--- src/rtl/uart_rx.sv ---
// uart_rx: 8N1 serial receiver with 2-flop line synchronizer and mid-bit sampling.
// Optional stop-bit checking: define UART_RX_FRAME_CHECK_EN.
module uart_rx #(
  parameter int clocks_per_bit = 4
) (
  input  logic       clk,
  input  logic       rst_n,
  input  logic       in_rx,
  output logic [7:0] out_data,
  output logic       out_valid,
  output logic       out_frame_err,
  output logic       out_busy
);
  localparam int CW = $clog2(clocks_per_bit);
  localparam logic [CW-1:0] HALF_M1 = CW'(clocks_per_bit / 2 - 1);
  localparam logic [CW-1:0] FULL_M1 = CW'(clocks_per_bit - 1);

  typedef enum logic [1:0] {IDLE, START, DATA, STOP} state_e;

  logic          s1_q, rx_s_q, rx_prev_q;
  state_e        state_q, state_d;
  logic [CW-1:0] cnt_q, cnt_d;
  logic [2:0]    bit_q, bit_d;
  logic [7:0]    shift_q, shift_d;
  logic [7:0]    data_q, data_d;
  logic          valid_q, valid_d;
`ifdef UART_RX_FRAME_CHECK_EN
  logic          ferr_q, ferr_d;
`endif

  logic start_edge;
  assign start_edge = ~rx_s_q & rx_prev_q;

  // Sync flops reset high so a line held low at reset release still yields an edge.
  always_ff @(posedge clk or negedge rst_n) begin
    if (!rst_n) begin
      s1_q      <= 1'b1;
      rx_s_q    <= 1'b1;
      rx_prev_q <= 1'b1;
    end else begin
      s1_q      <= in_rx;
      rx_s_q    <= s1_q;
      rx_prev_q <= rx_s_q;
    end
  end

  always_ff @(posedge clk or negedge rst_n) begin
    if (!rst_n) begin
      state_q <= IDLE;
      cnt_q   <= '0;
      bit_q   <= '0;
      shift_q <= '0;
      data_q  <= '0;
      valid_q <= 1'b0;
`ifdef UART_RX_FRAME_CHECK_EN
      ferr_q  <= 1'b0;
`endif
    end else begin
      state_q <= state_d;
      cnt_q   <= cnt_d;
      bit_q   <= bit_d;
      shift_q <= shift_d;
      data_q  <= data_d;
      valid_q <= valid_d;
`ifdef UART_RX_FRAME_CHECK_EN
      ferr_q  <= ferr_d;
`endif
    end
  end

  always_comb begin
    state_d = state_q;
    cnt_d   = cnt_q;
    bit_d   = bit_q;
    shift_d = shift_q;
    data_d  = data_q;
    valid_d = 1'b0;
`ifdef UART_RX_FRAME_CHECK_EN
    ferr_d  = 1'b0;
`endif
    unique case (state_q)
      IDLE: begin
        if (start_edge) begin
          state_d = START;
          cnt_d   = HALF_M1;
        end
      end
      START: begin
        if (cnt_q != '0) begin
          cnt_d = cnt_q - 1'b1;
        end else if (!rx_s_q) begin
          state_d = DATA;
          cnt_d   = FULL_M1;
          bit_d   = 3'd0;
        end else begin
          state_d = IDLE;  // start bit gone by mid-bit: glitch
        end
      end
      DATA: begin
        if (cnt_q != '0) begin
          cnt_d = cnt_q - 1'b1;
        end else begin
          shift_d = {rx_s_q, shift_q[7:1]};
          cnt_d   = FULL_M1;
          if (bit_q == 3'd7) state_d = STOP;
          else               bit_d   = bit_q + 3'd1;
        end
      end
      STOP: begin
        if (cnt_q != '0) begin
          cnt_d = cnt_q - 1'b1;
        end else begin
          state_d = IDLE;
`ifdef UART_RX_FRAME_CHECK_EN
          if (rx_s_q) begin
            data_d  = shift_q;
            valid_d = 1'b1;
          end else begin
            ferr_d  = 1'b1;
          end
`else
          data_d  = shift_q;
          valid_d = 1'b1;
`endif
        end
      end
      default: state_d = IDLE;
    endcase
  end

  assign out_data  = data_q;
  assign out_valid = valid_q;
  assign out_busy  = (state_q != IDLE);
`ifdef UART_RX_FRAME_CHECK_EN
  assign out_frame_err = ferr_q;
`else
  assign out_frame_err = 1'b0;
`endif

endmodule
--- config.mk ---
export PLATFORM = sky130hd
export DESIGN_NAME = uart_rx
export DESIGN_NICKNAME = d
export VERILOG_FILES = /design/src/rtl/uart_rx.sv
export SDC_FILE = /design/constraint.sdc
export NUM_CORES = 1
export LEC_CHECK = 0
export ABC_AREA = 1
export ABC_CLOCK_PERIOD_IN_PS = 3400
export BUFFER_PORTS_ARGS = -buffer_cell sky130_fd_sc_hd__buf_2
export CAP_MARGIN = 20
export CORE_MARGIN = 8
export CORE_UTILIZATION = 60
export CTS_CLUSTER_DIAMETER = 80
export DETAILED_ROUTE_END_ITERATION = 8
export GPL_TIMING_DRIVEN = 0
export PLACE_DENSITY = 0.78
export RECOVER_POWER = 50
export SLEW_MARGIN = 20
export SYNTH_ARGS = -nofsm -noshare
export SYNTH_HDL_FRONTEND = slang
export SYNTH_SLANG_ARGS = --single-unit
--- constraint.sdc ---
create_clock -name clk -period 3.4 [get_ports clk]
set_input_delay 0.68 -clock clk [delete_from_list [all_inputs] [get_ports clk]]
set_output_delay 0.68 -clock clk [all_outputs]
set_load 0.05 [all_outputs]
### Word-level counts from Yosys, hierarchy flattened

Index checks and enable logic that the tools add are counted.

| operators by class | value |
|---|---|
| add/subtract/negate cells | 2 |
| equal/unequal tests | 13 |
| multiplexer cells | 19 |
| bitwise gates (word level) | 3 |
| reductions and logical operators | 9 |

Operators by type and width:

| operator | count |
|---|---|
| 2-bit 2-to-1 mux | 10 |
| 2-bit inequality test (second input constant) | 8 |
| 2-bit one-hot mux with 4 select lines | 2 |
| 3-bit 2-to-1 mux | 4 |
| 5-bit AND reduction | 2 |
| 3-bit one-hot mux with 2 select lines | 1 |
| 2-bit nonzero test | 3 |
| 2-bit equality test (second input constant) | 2 |
| 2-bit AND reduction | 2 |
| 3-bit by 1-bit adder with 3-bit output (second input constant) | 1 |
| 3-bit equality test (second input constant) | 1 |
| 3-bit inequality test (second input constant) | 1 |
| 3-bit AND reduction | 1 |
| 2-bit by 1-bit equality test with 1-bit output (second input constant) | 1 |
| 2-bit logical NOT | 1 |
| 1-bit 2-to-1 mux | 2 |
| 1-bit inverter | 2 |
| 2-bit by 1-bit subtractor with 2-bit output (second input constant) | 1 |
| 1-bit AND | 1 |

| word-level totals | value |
|---|---|
| bits in registers | 27 |
| input port bits | 3 |
| output and inout port bits | 11 |
| word-level logic and storage cells | 55 |

### Depth between registers and ports, before layout

Gate-level depths: netlist (run 1).

| depth | value |
|---|---|
| depth after elaboration | 4 |
| depth in mapped cells | 8 |
| depth with buffers taken out | 8 |

### Worst setup path after synthesis (run 1)

Ideal clock, no wire load.

| timing | value |
|---|---|
| path type | register -> output |
| from | register state_q[0] |
| to | output port out_busy |
| arrival | 1043 ps |
| data required time | 2720 ps |
| setup slack | 1677 ps |
| cell stages (with the launch flop) | 4 |
| path buffers | 0 |
| cells stage by stage | dfrtp_1 inv_1 ha_1 inv_1 |

| on the way | value |
|---|---|
| cells in the longest elaborated chain, start to end | 1 |

Ends and longest elaborated chain:

| item | RTL line | RTL |
|---|---|---|
| start: declaration | 21 | `state_e state_q, state_d;` |
| start signal: assignment | 59 | `state_q <= state_d;` |
| 2-bit nonzero test | 133 | `assign out_busy = (state_q != IDLE);` |
| end: declaration | 12 | `output logic out_busy` |

Every way passes these cells.

### Worst setup path in the final report (run 1)

Same ends and word-level chain as after synthesis.

==> results of run 1 <==
==> stage by stage <==
step           utilization, %  hold WS (ns)  cell area [um2]
4_1_cts                  70.5         0.334             1400
3_3_place_gp             68.9         0.346             1370
2_1_floorplan               -         0.345             1270
5_1_grt                  70.0         0.382             1390
3_5_place_dp             68.9         0.349             1370
6_report                 70.0         0.373             1390
==> sequential cells by signal, summed over array words and instances, names as in the netlist, named ones only <==
name / cells
rx_prev_q: 1
bit_q: 3
shift_q: 8
rx_s_q: 1
cnt_q: 2
s1_q: 1
state_q: 1
out_data: 8
out_valid: 1
==> Yosys cell counts <==
master,count
inv_2,1
o21ai_0,23
dfrtp_1,24
dfstp_2,3
o21ai_1,1
nand3_1,3
a21o_1,1
nand3_2,1
or2_2,2
buf_4,1
nor2_1,4
buf_6,1
nand2_1,42
conb_1,1
ha_1,11
inv_1,18
buf_2,1
a21oi_1,1
nand4_1,2
==> layer usage <==
layer	wire, um	vias up
met2	1090	19
met4	51	0
met3	106	7
met1	1070	435
met5	0	-
li1	-	470
==> worst max path at each step <==
stage / endpoint / cells after the start / slack [ns] / startpoint
detailed placement: out_busy / 4 / 1.60 / state_q[0]
CTS: out_busy / 4 / 1.17 / state_q[0]
floorplan: out_busy / 3 / 1.68 / state_q[0]
global route: out_busy / 4 / 1.08 / state_q[0]
finish: out_busy / 4 / 1.16 / state_q[0]
global placement: out_busy / 4 / 1.62 / state_q[0]
==> power groups by stage <==
stage          Clock [mW]  Sequential [mW]  Combinational [mW]
3_3_place_gp            0            0.443               0.483
6_report            0.154            0.442               0.506
4_1_cts             0.154            0.441               0.512
3_5_place_dp            0            0.447               0.504
5_1_grt             0.168            0.449               0.584
2_1_floorplan           0            0.483               0.351
==> worst max-delay path, cell delays in order (launching register included) <==
cell     delay [ns]
dfrtp_1        0.51
inv_1          0.15
ha_1           0.25
inv_1          0.05
buf_2          0.25
==> area by class of cell <==
| type | count | area, um2 | share of cell area (%) |
|---|---|---|---|
| clock inverters | 1 | 8.76 | 0.631 |
| flip-flops and latches | 27 | 679 | 49.0 |
| plain buffers | 3 | 16.3 | 1.17 |
| inverters | 19 | 71.3 | 5.14 |
| repair buffers | 12 | 58.8 | 4.24 |
| well taps | 27 | 33.8 | 2.43 |
| clock buffers | 3 | 22.5 | 1.62 |
| multi-input cells | 92 | 497 | 35.8 |
==> kinds of logic (layout without fill, tap and decap cells) <==
group | count (synthesis) | after routing | share of synthesized area, %
adders and majority gates | 11 | 11 | 10.8
and+or+nand+nor | 54 | 54 | 17.5
buffers and inverters | 22 | 38 | 7.48
other | 1 | 1 | 0.295
AOI/OAI and AO/OA | 26 | 26 | 10.4
DFF | 27 | 27 | 53.4
==> out/metrics.yaml, run 1 <==
floorplanning:
  rows: 16
  io_pins: 14
  die_h_um: 62.0
  coreArea_um2: 1980
  die_x_um: 62.0
  start_util_pct: 64.1
  dieArea_um2: 3850
global_route:
  gr-usage-met3_pct: 3.91
  grt_pass1_vias: 934
  grt_max_degree: 28
  grtUsageMet1_pct: 16.7
  grt_pass1_wl_mm: 4.04
  busiest_layer: "met2"
  antenna_found_initial: 0
  grt_usage_pct: 14.3
  grtUsageMet2_pct: 24.3
  grt-ovfl-total: 0
place:
  preCtsSetupSlack_ns: 1.60
  io_buffers: 12
  routabilityCongestion: 0.792
  dp_cells: 180
  dpl.hpwl_mm: 1.67
job:
  max-cap-violations: 0
layout:
  final-instance-count-excl-fill: 184
  syn_to_final_growth_pct: 9.15
  layout_commonest_cell: "nand2_1"
  drive_gt1_share_pct: 14.6
  most-common-layout-cells: "42 x nand2_1, 24 x dfrtp_1, 23 x o21ai_0, 18 x inv_1, 12 x buf_2"
  nets: 172
  n_antenna_cell: 0
  fillers: 154
clock_network:
  insertion_delay_ns: 0.34
  clkSinkCount: 27
  postCtsSetupBuffers: 0
  cts_buffer_depth: 2
  cts_made_buffers: 3
  ctsResizeCount: 0
  cts_tree: "yes"
  ctsHtreeMaxLevel: 1
  cts_hold_buf: 0
  clk_pin_slew_ns: 0.15
  root_buffer: "clkbuf_4"
routing:
  drc: 0
  drtIter0Drc: 30
  drtAntennaViolNets: 0
  routed_via_density: 5.06
  drt_first_pass_iters: 4
  vias: 931
  routedWlPerCell_um: 12.6
  routed_wl_mm: 2.32
worst_setup_path:
  crit_fanout: 7
  r2r-end: "cnt_q[0]"
  crit_required_ns: 2.72
  r2r-start: "state_q[0]"
  critical_path_class: "reg2out"
  crit_path_start_kind: "register"
  ff2ff_path_depth: 7
  ff2ff_setup_slack_ns: 1.66
  cp_data_arrival_time_ns: 1.56
  cp-end-kind: "output port"
timing:
  tns_ns: 0
  worst_pin_slew_ns: 1.37
  rsz0062_at_grt: "no"
  maxSlewHeadroom_pct: 8.83
  finClkSkew_ns: 0.00552
  setup_ws_ns: 1.16
  hold_viol_final: 0
  finalCritPeriodShare_pct: 65.8
  fmax_mhz: 447
  slew_violations: 0
  fin_crit_ns: 2.24
  setup-violations-final: 0
run_status:
  outcome: "completed"
logic_synthesis:
  netlist_instances: 141
  yosysTopAreaCell: "dfrtp_1"
  ys_ff_latch: 27
  synth_area_um2: 1270
  synth_area_leaders: "dfrtp_1 47%, nand2_1 12%, ha_1 11%"
  syn_avg_cell_area_um2: 9.02
  synth_fp_nets: 155
  netlist.area_leader.share_pct: 47.2
  yosysUniqueCellTypes: 19
  ys_warn_count: 0
  ys_seq_area_share_pct: 53.4
min_path:
  hold_depth: 0
  hp-class: "reg2reg"
  hold_end: "rx_s_q"
  hp-start: "s1_q"
pwr:
  p_seq_share_pct: 40.1
  p_per_area_nw_per_um2: 794
  netSwitchingFraction_pct: 45.6
  leakage_nw: 0.726
  vdd_drop_max_v: 0.000495
  power_mw: 1.10
  power_switching_uw: 502
  intPower_uw: 600
  clkPwrFrac_pct: 14.0
  p_comb_share_pct: 46.0
Note: power is estimated with default switching activity, not from simulation.
==> run 2, diff against run 1 <==
--- a/config.mk
+++ b/config.mk
@@ -6,15 +6,15 @@
 export NUM_CORES = 1
 export LEC_CHECK = 0
 export ABC_AREA = 1
-export ABC_CLOCK_PERIOD_IN_PS = 3400
+export ABC_CLOCK_PERIOD_IN_PS = 2060
 export BUFFER_PORTS_ARGS = -buffer_cell sky130_fd_sc_hd__buf_2
 export CAP_MARGIN = 20
 export CORE_MARGIN = 8
-export CORE_UTILIZATION = 60
+export CORE_UTILIZATION = 56
 export CTS_CLUSTER_DIAMETER = 80
 export DETAILED_ROUTE_END_ITERATION = 8
 export GPL_TIMING_DRIVEN = 0
-export PLACE_DENSITY = 0.78
+export PLACE_DENSITY = 0.74
 export RECOVER_POWER = 50
 export SLEW_MARGIN = 20
 export SYNTH_ARGS = -nofsm -noshare
==> constraint.sdc (replaced) <==
create_clock -name clk -period 2.06 [get_ports clk]
set_input_delay 0.412 -clock clk [delete_from_list [all_inputs] [get_ports clk]]
set_output_delay 0.412 -clock clk [all_outputs]
set_load 0.05 [all_outputs]
==> run 2 against run 1 <==
  * Global-route usage shrank 2.3 points
  * Largest power group unchanged
  * Total power is 61% higher
  * Routed wire length down 7.6%
  * Clock skew is 0.0022 ns lower
  * Largest cell class unchanged
  * Highest routed layer unchanged
  * Via count shrank 2.6%
  * First-iteration DRC count up 3.3%
  * Critical path type unchanged
  * Die area increased by 5.3%
  * Non-clock buffer count did not move
==> out/metrics.yaml, run 2 (synthesis gave the netlist of run 1 again) <==
job:
  max-cap-violations: 0  # unchanged
worst_setup_path:
  critPathSlowestCell: "dfrtp_1"
  r2r-start: "state_q[0]"
  crit_required_ns: 1.65  # -1.07 ns
  cp-end-kind: "output port"
  crit_path_start_kind: "register"
  r2r-end: "cnt_q[0]"
  crit_fanout: 7  # unchanged
  critical_path_class: "reg2out"
  critical_path.cell_chain: "inv_1 -> ha_1 -> inv_1 -> buf_2"
  path_delay_family: "flip-flops"
  ff2ff_path_depth: 7  # unchanged
  cp_common_cell: "inv_1"
  crit_path_max_incr_delay_ns: 0.51  # about the same
  cp_data_arrival_time_ns: 1.50  # -0.06 ns
  ff2ff_setup_slack_ns: 0.34  # -1.32 ns
  worst-path-buf-inv: 3  # unchanged
clock_network:
  postCtsSetupBuffers: 0  # unchanged
  insertion_delay_ns: 0.32  # -0.02 ns
  cts_hold_buf: 0  # unchanged
  cts_made_buffers: 3  # unchanged
  clk_pin_slew_ns: 0.13  # -0.02 ns
  ctsResizeCount: 0  # unchanged
  root_buffer: "clkbuf_4"
  cts_tree: "yes"
  ctsHtreeMaxLevel: 1  # unchanged
  clkSinkCount: 27  # unchanged
  cts_buffer_depth: 2  # unchanged
place:
  preCtsSetupSlack_ns: 0.389  # -1.21 ns
  dpl.hpwl_mm: 1.65  # -1.4%
  io_buffers: 12  # unchanged
  routabilityCongestion: 0.812  # +2.5%
global_route:
  grt-ovfl-total: 0  # unchanged
  grtUsageMet2_pct: 20.0  # -4.3 points
  gr-usage-met3_pct: 3.36  # -0.55 points
  grtUsageMet1_pct: 14.4  # -2.3 points
  busiest_layer: "met2"
  grt_pass1_vias: 926  # -0.86%
  antenna_found_initial: 0  # unchanged
  grt_max_degree: 28  # unchanged
  grt_pass1_wl_mm: 4.02  # -0.52%
  grt_usage_pct: 12.0  # -2.3 points
floorplanning:
  start_util_pct: 58.6  # -5.5 points
  die_x_um: 63.6  # +2.6%
  die_h_um: 63.6  # +2.6%
  rows: 17  # +1
  coreArea_um2: 2170  # +9.5%
  io_pins: 14  # unchanged
  dieArea_um2: 4050  # +5.3%
run_status:
  outcome: "completed"
routing:
  routed_wl_mm: 2.14  # -7.6%
  drt_first_pass_iters: 4  # unchanged
  drc: 0  # unchanged
  routedWlPerCell_um: 11.6  # -8.1%
  routed_via_density: 4.90  # -3.1%
  drtAntennaViolNets: 0  # unchanged
  vias: 907  # -2.6%
  drtIter0Drc: 31  # +3.3%
layout:
  layout_commonest_cell: "nand2_1"
  n_antenna_cell: 0  # unchanged
  multiInputGateArea_um2: 497  # unchanged
  syn_to_final_growth_pct: 9.45
  most-common-layout-cells: "42 x nand2_1, 24 x dfrtp_1, 23 x o21ai_0, 18 x inv_1"
  drive_gt1_share_pct: 14.6  # unchanged
  register_area_um2: 679  # unchanged
  final_util_pct: 64.1  # -5.9 points
  nets: 172  # unchanged
  fillers: 192  # +25%
pwr:
  vdd_drop_max_v: 0.000933  # +88%
  p_seq_share_pct: 40.8  # +0.7 points
  power_switching_uw: 794  # +58%
  clkPwrFrac_pct: 12.4  # -1.6 points
  p_comb_share_pct: 46.8  # +0.8 points
  p_per_area_nw_per_um2: 1280  # +61%
  netSwitchingFraction_pct: 44.6  # -0.92 points
  intPower_uw: 984  # +64%
  leakage_nw: 0.725  # about the same
timing:
  maxSlewHeadroom_pct: 9.42  # +0.59 points
  setup_ws_ns: 0.146  # -1.02 ns
  tns_ns: 0  # unchanged
  fin_crit_ns: 1.91
  rsz0062_at_grt: "no"
  slew_violations: 0  # unchanged
  setup-violations-final: 0  # unchanged
  finClkSkew_ns: 0.00336  # -0.00216 ns
  hold_viol_final: 0  # unchanged
  fmax_mhz: 522
  finalCritPeriodShare_pct: 92.9
  worst_pin_slew_ns: 1.36  # -0.00881 ns
min_path:
  hold_depth: 1  # +1
  hp-class: "in2reg"
  hold_end: "s1_q"
  hp-start: "in_rx"
==> run 2: changes by cell type in the layout (fill, tap and decap cells not counted), sizes merged <==
cell	change
inv	-1
clkinv	+1
==> run 2: final cells by class <==
type / instances / share of cell area (%)
clock buffers: 3 / 1.62
multi-input cells: 92 / 35.7
inverters: 19 / 5.13
clock inverters: 1 / 0.360
well taps: 28 / 2.52
plain buffers: 3 / 1.71
flip-flops and latches: 27 / 48.8
repair buffers: 12 / 4.14
==> run 2: metrics by stage <==
stage,std cells,hold WS (ns),total power [mW],instance area [um2]
finish,185,0.177,1.78,1390
CTS,185,0.0829,1.79,1390
global placement,181,0.349,1.52,1370
detailed placement,181,0.354,1.57,1370
floorplan,141,0.116,1.38,1270
global route,185,0.153,1.96,1390
==> run 2: per-layer routing <==
metal	up-vias	wire length, um	part of all wire, %
li1	472	-	-
met1	417	970	45
met2	14	1060	49
met3	4	85	4.0
met4	0	30	1.4
met5	-	0	0
==> run 2: power by group through the flow <==
stage	clock network [mW]	registers (mW)	logic, mW
after CTS	0.231	0.723	0.839
after global routing	0.249	0.746	0.960
after global placement	0	0.727	0.797
after detailed placement	0	0.733	0.837
final	0.220	0.726	0.833
after floorplan	0	0.798	0.579
==> run 2: worst register-to-register path, stage by stage (launching register included) <==
cell	delay, ns
dfrtp_1	0.51
inv_1	0.15
ha_1	0.32
or2_2	0.31
nand2_1	0.06
nand2_1	0.04
o21ai_0	0.15
nand2_1	0.08
==> run 2: worst max path at each step <==
stage / from / end / slack, ns / cells after the start
2_1_floorplan: state_q[0] / cnt_q[0] / 0.55 / 7
3_3_place_gp: state_q[0] / cnt_q[0] / 0.43 / 7
3_5_place_dp: state_q[0] / cnt_q[0] / 0.39 / 7
4_1_cts: state_q[0] / out_busy / 0.15 / 4
5_1_grt: state_q[0] / out_busy / 0.04 / 4
6_report: state_q[0] / out_busy / 0.15 / 4
